**config.mk**
```make
export PLATFORM = sky130hd
export DESIGN_NAME = alu_reservation_station_flat
export DESIGN_NICKNAME = d
export VERILOG_FILES = /design/src/rtl/alu_reservation_station_if.sv /design/src/rtl/alu_reservation_station.sv /design/src/flat_wrapper.sv
export SDC_FILE = /design/constraint.sdc
export NUM_CORES = 1
export LEC_CHECK = 0
export ABC_AREA = 1
export CAP_MARGIN = 20
export CORE_UTILIZATION = 40
export DETAILED_ROUTE_END_ITERATION = 12
export GPL_ROUTABILITY_DRIVEN = 0
export PLACE_DENSITY = 0.58
export SLEW_MARGIN = 20
export SYNTH_ARGS = -nofsm -noshare
export SYNTH_HDL_FRONTEND = slang
export SYNTH_SLANG_ARGS = --single-unit
```
**constraint.sdc**
```tcl
create_clock -name clk -period 2.15 [get_ports clk]
set_clock_uncertainty 0.05 [all_clocks]
set_input_delay 0.215 -clock clk [delete_from_list [all_inputs] [get_ports clk]]
set_output_delay 0.215 -clock clk [all_outputs]
set_load 0.02 [all_outputs]
```
**src/rtl/alu_reservation_station_if.sv**
```systemverilog
// Dispatch, CDB snoop and ALU issue signals of the ALU reservation station.
// The station itself binds to the slave modport; the upstream/downstream side binds to master.
interface alu_reservation_station_if #(
  parameter int WIDTH  = 32,
  parameter int ROB_W  = 3,
  parameter int CTRL_W = 4,
  parameter int DEPTH  = 4,
  parameter int IDX_W  = $clog2(DEPTH)
);
  logic              dispValid;
  logic              dispReady;
  logic [CTRL_W-1:0] dispCtrl;
  logic [ROB_W-1:0]  dispRob;
  logic [WIDTH-1:0]  dispVal1;
  logic [WIDTH-1:0]  dispVal2;
  logic              dispRdy1;
  logic              dispRdy2;
  logic [ROB_W-1:0]  dispTag1;
  logic [ROB_W-1:0]  dispTag2;
  logic              cdbValid;
  logic [ROB_W-1:0]  cdbRob;
  logic [WIDTH-1:0]  cdbResult;
  logic              issueValid;
  logic              issueReady;
  logic [CTRL_W-1:0] issueCtrl;
  logic [ROB_W-1:0]  issueRob;
  logic [WIDTH-1:0]  issueSrc1;
  logic [WIDTH-1:0]  issueSrc2;
  logic [IDX_W:0]    freeCount;
  logic              full;
  logic              flush;

  modport slave (
    input  flush, dispValid, dispCtrl, dispRob, dispVal1, dispVal2,
           dispRdy1, dispRdy2, dispTag1, dispTag2,
           cdbValid, cdbRob, cdbResult, issueReady,
    output dispReady, issueValid, issueCtrl, issueRob, issueSrc1, issueSrc2,
           freeCount, full
  );

  modport master (
    output flush, dispValid, dispCtrl, dispRob, dispVal1, dispVal2,
           dispRdy1, dispRdy2, dispTag1, dispTag2,
           cdbValid, cdbRob, cdbResult, issueReady,
    input  dispReady, issueValid, issueCtrl, issueRob, issueSrc1, issueSrc2,
           freeCount, full
  );
endinterface

```
**src/rtl/alu_reservation_station.sv**
```systemverilog
// Flop-based multi-entry ALU reservation station with CDB wakeup and valid/ready issue.
// Define RS_AGE_SELECT_EN to issue oldest-eligible instead of lowest-index-eligible.
module alu_reservation_station #(
  parameter int WIDTH  = 32,
  parameter int ROB_W  = 3,
  parameter int CTRL_W = 4,
  parameter int DEPTH  = 4,
  parameter int IDX_W  = $clog2(DEPTH)
) (
  input logic                        clk,
  input logic                        reset_n,
  alu_reservation_station_if.slave   rs
);

  logic [DEPTH-1:0]  busy, rdy1, rdy2;
  logic [CTRL_W-1:0] ctrl_q [DEPTH];
  logic [ROB_W-1:0]  rob_q  [DEPTH];
  logic [WIDTH-1:0]  val1_q [DEPTH];
  logic [WIDTH-1:0]  val2_q [DEPTH];
  logic [ROB_W-1:0]  tag1_q [DEPTH];
  logic [ROB_W-1:0]  tag2_q [DEPTH];
  logic [IDX_W:0]    free_cnt;
  logic              lock;
  logic [IDX_W-1:0]  lock_idx;
`ifdef RS_AGE_SELECT_EN
  logic [DEPTH-1:0]  age [DEPTH];
`endif

  logic [DEPTH-1:0]  elig, busy_nxt;
  logic [IDX_W-1:0]  wr_idx, sel_idx;
  logic              disp_en, issue_fire;

  function automatic logic [IDX_W:0] popcount(input logic [DEPTH-1:0] v);
    logic [IDX_W:0] c;
    c = '0;
    for (int i = 0; i < DEPTH; i++) c = c + (IDX_W+1)'(v[i]);
    return c;
  endfunction

  assign rs.full      = (free_cnt == '0);
  assign rs.dispReady = (free_cnt != '0);
  assign rs.freeCount = free_cnt;
  assign disp_en      = rs.dispValid & rs.dispReady;
  assign elig         = busy & rdy1 & rdy2;
  assign rs.issueValid = |elig;
  assign issue_fire   = rs.issueValid & rs.issueReady;

  always_comb begin
    wr_idx = '0;
    for (int i = DEPTH-1; i >= 0; i--)
      if (!busy[i]) wr_idx = IDX_W'(i);
  end

  // Selection is held while the ALU back-pressures so the presented instruction cannot change.
  always_comb begin
    sel_idx = '0;
`ifdef RS_AGE_SELECT_EN
    for (int i = 0; i < DEPTH; i++) begin
      logic [DEPTH-1:0] older;
      for (int j = 0; j < DEPTH; j++) older[j] = age[j][i];
      if (elig[i] && ((elig & older) == '0)) sel_idx = IDX_W'(i);
    end
`else
    for (int i = DEPTH-1; i >= 0; i--)
      if (elig[i]) sel_idx = IDX_W'(i);
`endif
    if (lock) sel_idx = lock_idx;
  end

  assign rs.issueCtrl = ctrl_q[sel_idx];
  assign rs.issueRob  = rob_q[sel_idx];
  assign rs.issueSrc1 = val1_q[sel_idx];
  assign rs.issueSrc2 = val2_q[sel_idx];

  always_comb begin
    busy_nxt = busy;
    if (issue_fire) busy_nxt[sel_idx] = 1'b0;
    if (disp_en)    busy_nxt[wr_idx]  = 1'b1;
  end

  always_ff @(posedge clk or negedge reset_n) begin
    if (!reset_n) begin
      busy     <= '0;
      rdy1     <= '0;
      rdy2     <= '0;
      free_cnt <= (IDX_W+1)'(DEPTH);
      lock     <= 1'b0;
      lock_idx <= '0;
      for (int i = 0; i < DEPTH; i++) begin
        ctrl_q[i] <= '0;
        rob_q[i]  <= '0;
        val1_q[i] <= '0;
        val2_q[i] <= '0;
        tag1_q[i] <= '0;
        tag2_q[i] <= '0;
`ifdef RS_AGE_SELECT_EN
        age[i]    <= '0;
`endif
      end
    end else if (rs.flush) begin
      busy     <= '0;
      rdy1     <= '0;
      rdy2     <= '0;
      free_cnt <= (IDX_W+1)'(DEPTH);
      lock     <= 1'b0;
`ifdef RS_AGE_SELECT_EN
      for (int i = 0; i < DEPTH; i++) age[i] <= '0;
`endif
    end else begin
      for (int i = 0; i < DEPTH; i++) begin
        if (busy[i] && rs.cdbValid) begin
          if (!rdy1[i] && tag1_q[i] == rs.cdbRob) begin
            val1_q[i] <= rs.cdbResult;
            rdy1[i]   <= 1'b1;
          end
          if (!rdy2[i] && tag2_q[i] == rs.cdbRob) begin
            val2_q[i] <= rs.cdbResult;
            rdy2[i]   <= 1'b1;
          end
        end
      end

      // Dispatch targets a non-busy slot, so it never collides with wakeup or issue above.
      if (disp_en) begin
        ctrl_q[wr_idx] <= rs.dispCtrl;
        rob_q[wr_idx]  <= rs.dispRob;
        tag1_q[wr_idx] <= rs.dispTag1;
        tag2_q[wr_idx] <= rs.dispTag2;
        if (rs.dispRdy1) begin
          val1_q[wr_idx] <= rs.dispVal1;
          rdy1[wr_idx]   <= 1'b1;
        end else if (rs.cdbValid && rs.cdbRob == rs.dispTag1) begin
          val1_q[wr_idx] <= rs.cdbResult;
          rdy1[wr_idx]   <= 1'b1;
        end else begin
          val1_q[wr_idx] <= rs.dispVal1;
          rdy1[wr_idx]   <= 1'b0;
        end
        if (rs.dispRdy2) begin
          val2_q[wr_idx] <= rs.dispVal2;
          rdy2[wr_idx]   <= 1'b1;
        end else if (rs.cdbValid && rs.cdbRob == rs.dispTag2) begin
          val2_q[wr_idx] <= rs.cdbResult;
          rdy2[wr_idx]   <= 1'b1;
        end else begin
          val2_q[wr_idx] <= rs.dispVal2;
          rdy2[wr_idx]   <= 1'b0;
        end
`ifdef RS_AGE_SELECT_EN
        for (int j = 0; j < DEPTH; j++) begin
          age[wr_idx][j] <= 1'b0;
          age[j][wr_idx] <= busy[j];
        end
`endif
      end

      busy     <= busy_nxt;
      free_cnt <= (IDX_W+1)'(DEPTH) - popcount(busy_nxt);
      lock     <= rs.issueValid & ~rs.issueReady;
      lock_idx <= sel_idx;
    end
  end

endmodule

```
**src/flat_wrapper.sv**
```systemverilog
// flat-port wrapper written by rule: the top's interface ports become plain ports
module alu_reservation_station_flat 
#(
  parameter int WIDTH  = 32,
  parameter int ROB_W  = 3,
  parameter int CTRL_W = 4,
  parameter int DEPTH  = 4,
  parameter int IDX_W  = $clog2(DEPTH)
)
  (clk, reset_n, rs_flush, rs_dispValid, rs_dispCtrl, rs_dispRob, rs_dispVal1, rs_dispVal2, rs_dispRdy1, rs_dispRdy2, rs_dispTag1, rs_dispTag2, rs_cdbValid, rs_cdbRob, rs_cdbResult, rs_issueReady, rs_dispReady, rs_issueValid, rs_issueCtrl, rs_issueRob, rs_issueSrc1, rs_issueSrc2, rs_freeCount, rs_full);
  alu_reservation_station_if #(.WIDTH(WIDTH), .ROB_W(ROB_W), .CTRL_W(CTRL_W), .DEPTH(DEPTH), .IDX_W(IDX_W)) rs_i ();
  input logic clk;
  input logic reset_n;
  input wire logic [$bits(rs_i.flush)-1:0] rs_flush;
  input wire logic [$bits(rs_i.dispValid)-1:0] rs_dispValid;
  input wire logic [$bits(rs_i.dispCtrl)-1:0] rs_dispCtrl;
  input wire logic [$bits(rs_i.dispRob)-1:0] rs_dispRob;
  input wire logic [$bits(rs_i.dispVal1)-1:0] rs_dispVal1;
  input wire logic [$bits(rs_i.dispVal2)-1:0] rs_dispVal2;
  input wire logic [$bits(rs_i.dispRdy1)-1:0] rs_dispRdy1;
  input wire logic [$bits(rs_i.dispRdy2)-1:0] rs_dispRdy2;
  input wire logic [$bits(rs_i.dispTag1)-1:0] rs_dispTag1;
  input wire logic [$bits(rs_i.dispTag2)-1:0] rs_dispTag2;
  input wire logic [$bits(rs_i.cdbValid)-1:0] rs_cdbValid;
  input wire logic [$bits(rs_i.cdbRob)-1:0] rs_cdbRob;
  input wire logic [$bits(rs_i.cdbResult)-1:0] rs_cdbResult;
  input wire logic [$bits(rs_i.issueReady)-1:0] rs_issueReady;
  output wire logic [$bits(rs_i.dispReady)-1:0] rs_dispReady;
  output wire logic [$bits(rs_i.issueValid)-1:0] rs_issueValid;
  output wire logic [$bits(rs_i.issueCtrl)-1:0] rs_issueCtrl;
  output wire logic [$bits(rs_i.issueRob)-1:0] rs_issueRob;
  output wire logic [$bits(rs_i.issueSrc1)-1:0] rs_issueSrc1;
  output wire logic [$bits(rs_i.issueSrc2)-1:0] rs_issueSrc2;
  output wire logic [$bits(rs_i.freeCount)-1:0] rs_freeCount;
  output wire logic [$bits(rs_i.full)-1:0] rs_full;
  assign rs_i.flush = rs_flush;
  assign rs_i.dispValid = rs_dispValid;
  assign rs_i.dispCtrl = rs_dispCtrl;
  assign rs_i.dispRob = rs_dispRob;
  assign rs_i.dispVal1 = rs_dispVal1;
  assign rs_i.dispVal2 = rs_dispVal2;
  assign rs_i.dispRdy1 = rs_dispRdy1;
  assign rs_i.dispRdy2 = rs_dispRdy2;
  assign rs_i.dispTag1 = rs_dispTag1;
  assign rs_i.dispTag2 = rs_dispTag2;
  assign rs_i.cdbValid = rs_cdbValid;
  assign rs_i.cdbRob = rs_cdbRob;
  assign rs_i.cdbResult = rs_cdbResult;
  assign rs_i.issueReady = rs_issueReady;
  assign rs_dispReady = rs_i.dispReady;
  assign rs_issueValid = rs_i.issueValid;
  assign rs_issueCtrl = rs_i.issueCtrl;
  assign rs_issueRob = rs_i.issueRob;
  assign rs_issueSrc1 = rs_i.issueSrc1;
  assign rs_issueSrc2 = rs_i.issueSrc2;
  assign rs_freeCount = rs_i.freeCount;
  assign rs_full = rs_i.full;
  alu_reservation_station #(.WIDTH(WIDTH), .ROB_W(ROB_W), .CTRL_W(CTRL_W), .DEPTH(DEPTH), .IDX_W(IDX_W)) u_core (.clk(clk), .reset_n(reset_n), .rs(rs_i));
endmodule
```
# After elaboration in Yosys (flattened, before gate mapping)
# Cells that the tools add are included.
# W data, S select, Z words.
classes:
  n_mux: 106
  magnitude_cmp: 7
  reduce_logical: 29
  eq_ne: 10
  n_bitwise: 17
  add_sub_neg: 4
ops:
  columns: ["op", "n"]
  rows:
  - ["$mux W32", 29]
  - ["$mux W128", 6]
  - ["$bwmux W128", 4]
  - ["$bmux W32 S2", 2]
  - ["$demux W32 S2", 1]
  - ["$mux W4", 14]
  - ["$bwmux W12", 3]
  - ["$eq A3 B3 Y1", 10]
  - ["$mux W1", 27]
  - ["$and A4 B4 Y4", 5]
  - ["$mux W2", 9]
  - ["$logic_and A1 B1 Y1", 17]
  - ["$bwmux W16", 1]
  - ["$mux W3", 4]
  - ["$or A4 B4 Y4", 3]
  - ["$bmux W4 S2", 1]
  - ["$demux W4 S2", 1]
  - ["$logic_not A1 Y1", 8]
  - ["$not A4 Y4", 2]
  - ["$add A3 B1 Y3", 2]
  - ["$bmux W3 S2", 1]
  - ["$demux W3 S2", 1]
  - ["$ge A3 B3 Y1 const B", 2]
  - ["$lt A2 B3 Y1 const B", 2]
  - ["12 further kinds", 18]
word_totals:
  wordCells: 203
  regBits: 326
  input_bits: 120
  out_inout_bits: 77

# Logic depth before layout (Yosys ltp)
depth:
  word_depth: 21
  depth_mapped: 17
  ltp_nobuf: 15

# Worst setup path before layout
# No wires, ideal clock.
synth_timing:
  path_kind: "register to register"
  startpoint: "register u_core.free_cnt[0] (netlist: u_core.rs.freeCount[0])"
  endpoint: "register u_core.free_cnt[1] (netlist: u_core.rs.freeCount[1])"
  arrival_time_ns: 2.483
  period_less_slack_ns: 2.665
  required_ns: 1.968
  setup_ns: 0.132
  stages_incl_launch_ff: 15
  path_buffers: 2
  slack_ns: -0.515
  path_cell_list: "dfrtp_1 > inv_1 > nand3_1 > nand2_1 > nor3_2 > inv_1 > buf_2 > buf_1 > nand2_1 > ha_1 > ha_1 > inv_1 > ha_1 > inv_1 > nor2_1"
synth_via:
  elab_chain_cells: 8
synth_lines:
  columns: ["element", "line_no", "text"]
  rows:
  - ["start, declared", "alu_reservation_station.sv:22", "logic [IDX_W:0] free_cnt;"]
  - ["start signal, assigned", "alu_reservation_station.sv:86", "free_cnt <= (IDX_W+1)'(DEPTH);"]
  - ["start signal, assigned", "alu_reservation_station.sv:104", "free_cnt <= (IDX_W+1)'(DEPTH);"]
  - ["start signal, assigned", "alu_reservation_station.sv:158", "free_cnt <= (IDX_W+1)'(DEPTH) - popcount(busy_nxt);"]
  - ["$reduce_bool A3 Y1 (*)", "alu_reservation_station.sv:41", "assign rs.dispReady = (free_cnt != '0);"]
  - ["via rs_dispReady", "flat_wrapper.sv:28", "output wire logic [$bits(rs_i.dispReady)-1:0] rs_dispReady;"]
  - ["$and A1 B1 Y1 (*)", "alu_reservation_station.sv:43", "assign disp_en = rs.dispValid & rs.dispReady;"]
  - ["$mux W4 (*)", "alu_reservation_station.sv:78", "if (disp_en) busy_nxt[wr_idx] = 1'b1;"]
  - ["$add A1 B1 Y2", "alu_reservation_station.sv:36", "for (int i = 0; i < DEPTH; i++) c = c + (IDX_W+1)'(v[i]);"]
  - ["$add A3 B1 Y3", "alu_reservation_station.sv:36", null]
  - ["$add A3 B1 Y3 (*)", "alu_reservation_station.sv:36", null]
  - ["$sub A3 B3 Y3 (*)", "alu_reservation_station.sv:158", null]
  - ["$mux W3 (*)", "alu_reservation_station.sv:100", "end else if (rs.flush) begin"]
# The timed path passes the listed nets; every way through them passes the cells marked *.
# A chain may end at the register's enable or synchronous reset.

# Worst setup path after layout
layout_timing:
  startpoint: "register u_core.rdy2[3]"
  endpoint: "output port rs_issueSrc1[4]"
layout_via:
  elab_chain_cells: 10
layout_lines:
  columns: ["element", "line_no", "text"]
  rows:
  - ["start, declared", "alu_reservation_station.sv:15", "logic [DEPTH-1:0] busy, rdy1, rdy2;"]
  - ["start signal, assigned", "alu_reservation_station.sv:85", "rdy2 <= '0;"]
  - ["start signal, assigned", "alu_reservation_station.sv:103", "rdy2 <= '0;"]
  - ["start signal, assigned by index", "alu_reservation_station.sv:118", "rdy2[i] <= 1'b1;"]
  - ["$and A4 B4 Y4", "alu_reservation_station.sv:44", "assign elig = busy & rdy1 & rdy2;"]
  - ["$mux W2 (4 in series)", "alu_reservation_station.sv:65", "if (elig[i]) sel_idx = IDX_W'(i);"]
  - ["$mux W2", "alu_reservation_station.sv:67", "if (lock) sel_idx = lock_idx;"]
  - ["$not A2 Y3 (implied by the code)", "alu_reservation_station.sv:72", "assign rs.issueSrc1 = val1_q[sel_idx];"]
  - ["$bmux W32 S2", "alu_reservation_station.sv:72", null]
  - ["$mux W32 (implied by the code) (2 in series)", "alu_reservation_station.sv:72", null]
  - ["end, declared", "flat_wrapper.sv:32", "output wire logic [$bits(rs_i.issueSrc1)-1:0] rs_issueSrc1;"]
# Every way passes these cells. The select of a mux whose other input is x is not followed.

==> results.tsv <==
metric	value	unit
status	finished with violations	
violated checks	negative setup slack	
r2r endpoint	u_core.rs.freeCount[2]	
vias	28200	
CTS clk-pin slew, worst paths	0.06	ns
sequential-to-total area share from yosys stat	36.0	%
fin util	56.0	%
Synth Register Bits	326	
maximum fanout along the worst path	5	
largest net degree at the start of global routing	122	
Placed Instances	4222	
Worst R2R Path Depth	19	
Synth Flop Type	dfrtp_1	
number of cells on the worst hold path	2	
final wirelength	113	mm
Finished Layout Cells	4397	
die area	57700	um^2
data required time of the worst path	1.88	ns
Post-DP Area	27100	um^2
Final Cycle Share	129	%
Slew headroom	51.7	%
Critical R2R Launch	u_core.rdy2[3]	
final hold vios	0	
core area	55500	um^2
vias in the first global route	26400	
Min Clock Period, post-route	2.78	ns
fin area	31100	um^2
most numerous cell in the Yosys netlist	nand2_1	
Die W	240	um
Port Buffers	196	
met1 global-route usage	47.9	%
Max Clock Freq	360	MHz
HPWL after DPL	63.2	mm
M2 GR Usage	56.7	%
Worst VDD drop	0.619	mV
H-tree levels	2	
row cnt	86	
proportion of layout cells with a drive suffix above 1	21.2	%
latest clock arrival within the worst-skew pair	0.59	ns
Initial DRC Count	4602	
unrepaired setup endpoints after global routing	yes	
worst-margin pin slew	0.725	ns
Sink Count	326	
area of the multi-input gates	13600	um^2
gr usage total	36.4	%
Initial Utilization	40.9	%
via density per instance	6.42	
DR pass1 iterations	6	
total grt overflow	0	
Critical Path AT	2.51	ns
Max Slew Vio Count	0	
Hold WC Path Type	in2reg	
GRT Max-Usage Layer	met2	
clock buffer depth	3	
Pwr per Cell Area	871	nW/um^2
YS warnings	0	
total clock buffers created by CTS	42	
startpoint type of the worst setup path	flop	
CTS tree	yes	
Global Route met3 Usage	7.13	%
synth top area cells	dfrtp_1 (36%), nand3_1 (21%), nand2_1 (17%)	
CP Class	reg2out	
Leakage	14.7	nW
synth unique cells	31	
Filler cells	5144	
Sequential Area	8160	um^2
top cell type's share of synthesized area	35.9	%
register-to-register setup slack	-0.42	ns
Layout area overhead	37.1	%
Hold Crit Start	rs_flush	
first-pass GRT wire length	160	mm
Post-synth top cells	nand2_1 (1038), nand3_1 (938), nand4_1 (357)	
clk root buf	clkbuf_16	
Synth area leader	dfrtp_1	
nature of the critical path endpoint	primary output	
residual DRC count	0	
WL/cell	25.6	um
Setup WS post-layout	-0.628	ns
Post-Syn Instances	3352	
syn nets	3477	
Hold EP	u_core.busy[1]	
die height	240	um
number of nets in the layout	3737	
Max-Cap Viols	0	
total power	27.1	mW
cell area after synthesis	22700	um^2
Routed Antenna Nets	0	
setup violators final	115	
total I/O pin count	197	
Async SR Flop Fraction	100	%
initial antenna violation count	4	
syn_area_per_cell	6.77	um^2
Post-synth EDFFs	0	
==> cell usage in the layout, fill, tap and decap left out, drive strengths merged, types with 3 or more instances in the layout <==
| cell type | netlist | final |
|---|---|---|
| o21ai | 72 | 72 |
| bufinv | 0 | 4 |
| o22ai | 7 | 7 |
| nand3 | 940 | 940 |
| nand4 | 386 | 386 |
| nor3 | 4 | 4 |
| diode | 0 | 3 |
| dfrtp | 325 | 325 |
| clkinv | 1 | 10 |
| inv | 103 | 103 |
| nand2 | 1068 | 1068 |
| clkdlybuf4s50 | 0 | 120 |
| clkbuf | 178 | 88 |
| nor2 | 77 | 77 |
| buf | 147 | 393 |
| a21oi | 32 | 32 |
| ha | 5 | 5 |
==> worst max-delay path by stage <==
stage                                      start  depth (start not counted)                      to
after floorplan           u_core.rs.freeCount[2]                         14  u_core.rs.freeCount[1]
after global placement            u_core.busy[2]                         10         rs_issueCtrl[0]
after detailed placement          u_core.rdy2[3]                         11        rs_issueSrc2[22]
after CTS                         u_core.rdy2[3]                         12         rs_issueSrc1[0]
after global routing              u_core.rdy2[3]                         12         rs_issueSrc1[4]
final                             u_core.rdy2[3]                         12         rs_issueSrc1[4]
==> worst max-delay path, stage by stage (launching register included) <==
cell     delay (ns)
dfrtp_1        0.41
nand3_1        0.11
nand2_2        0.07
nand2_2        0.10
nor2_4         0.05
nor2_4         0.18
nor2_4         0.09
buf_6          0.14
buf_12         0.12
buf_16         0.13
nand2_2        0.05
nand4_1        0.24
buf_6          0.24
==> layout make-up <==
| class | instances | share of cell area [%] |
|---|---|---|
| antenna | 3 | 0.0241 |
| clock buffer | 64 | 4.30 |
| clock inverter | 14 | 0.555 |
| inverter | 104 | 1.32 |
| multi-input combinational | 2597 | 43.7 |
| sequential | 326 | 26.2 |
| tap | 748 | 3.01 |
| timing repair buffer | 541 | 20.9 |
==> stage by stage <==
stage	setup slack, ns	setup TNS, ns	hold slack (ns)
6_report	-0.628	-36.73	0.0533
5_1_grt	-0.674	-49.94	0.0570
4_1_cts	-0.555	-34.21	0.0269
3_5_place_dp	-0.350	-29.96	0.164
3_3_place_gp	-0.358	-28.07	0.165
2_1_floorplan	-0.134	-0.250	-0.131
==> power breakdown <==
group	switching (mW)	total, mW	leakage (nW)	internal, mW
sequential	1.35	9.02	4.18	7.67
clock	3.10	7.86	0.753	4.76
combinational	6.14	10.2	9.80	4.06
==> routing by layer <==
metal / up-vias / wire length, um
met5: - / 13
met4: 2 / 5750
met3: 445 / 13600
met2: 2211 / 50700
met1: 13400 / 42500
li1: 12100 / -
==> cells by family after synthesis <==
group                    Yosys count  synth area share, %
adder cells (fa/ha/maj)            5                0.276
XOR/XNOR                           3                0.116
flip-flops                       326                 36.0
AO/OA/AOI/OAI                    112                 2.59
AND/OR/NAND/NOR                 2477                 53.0
buffers and inverters            429                 8.05
==> flip-flops by register name, summed over array words and instances, names as in the netlist <==
register and flops:
u_core.busy 4, u_core.ctrl_q 16, u_core.lock 1, u_core.lock_idx 2, u_core.rdy1 4, u_core.rdy2 4, u_core.rob_q 12, u_core.rs.freeCount 3
u_core.tag1_q 12, u_core.tag2_q 12, u_core.val1_q 128, u_core.val2_q 128
==> repair_timing <==
item,4_1_cts,5_1_grt
gates resized for setup,504,182
hold buffers,1,0
cloned,10,28
pin swaps,56,49
endpoints found under the hold margin,203,0
setup endpoints to repair,78,279
buffers inserted,34,32
(Power assumes the default switching activity.)
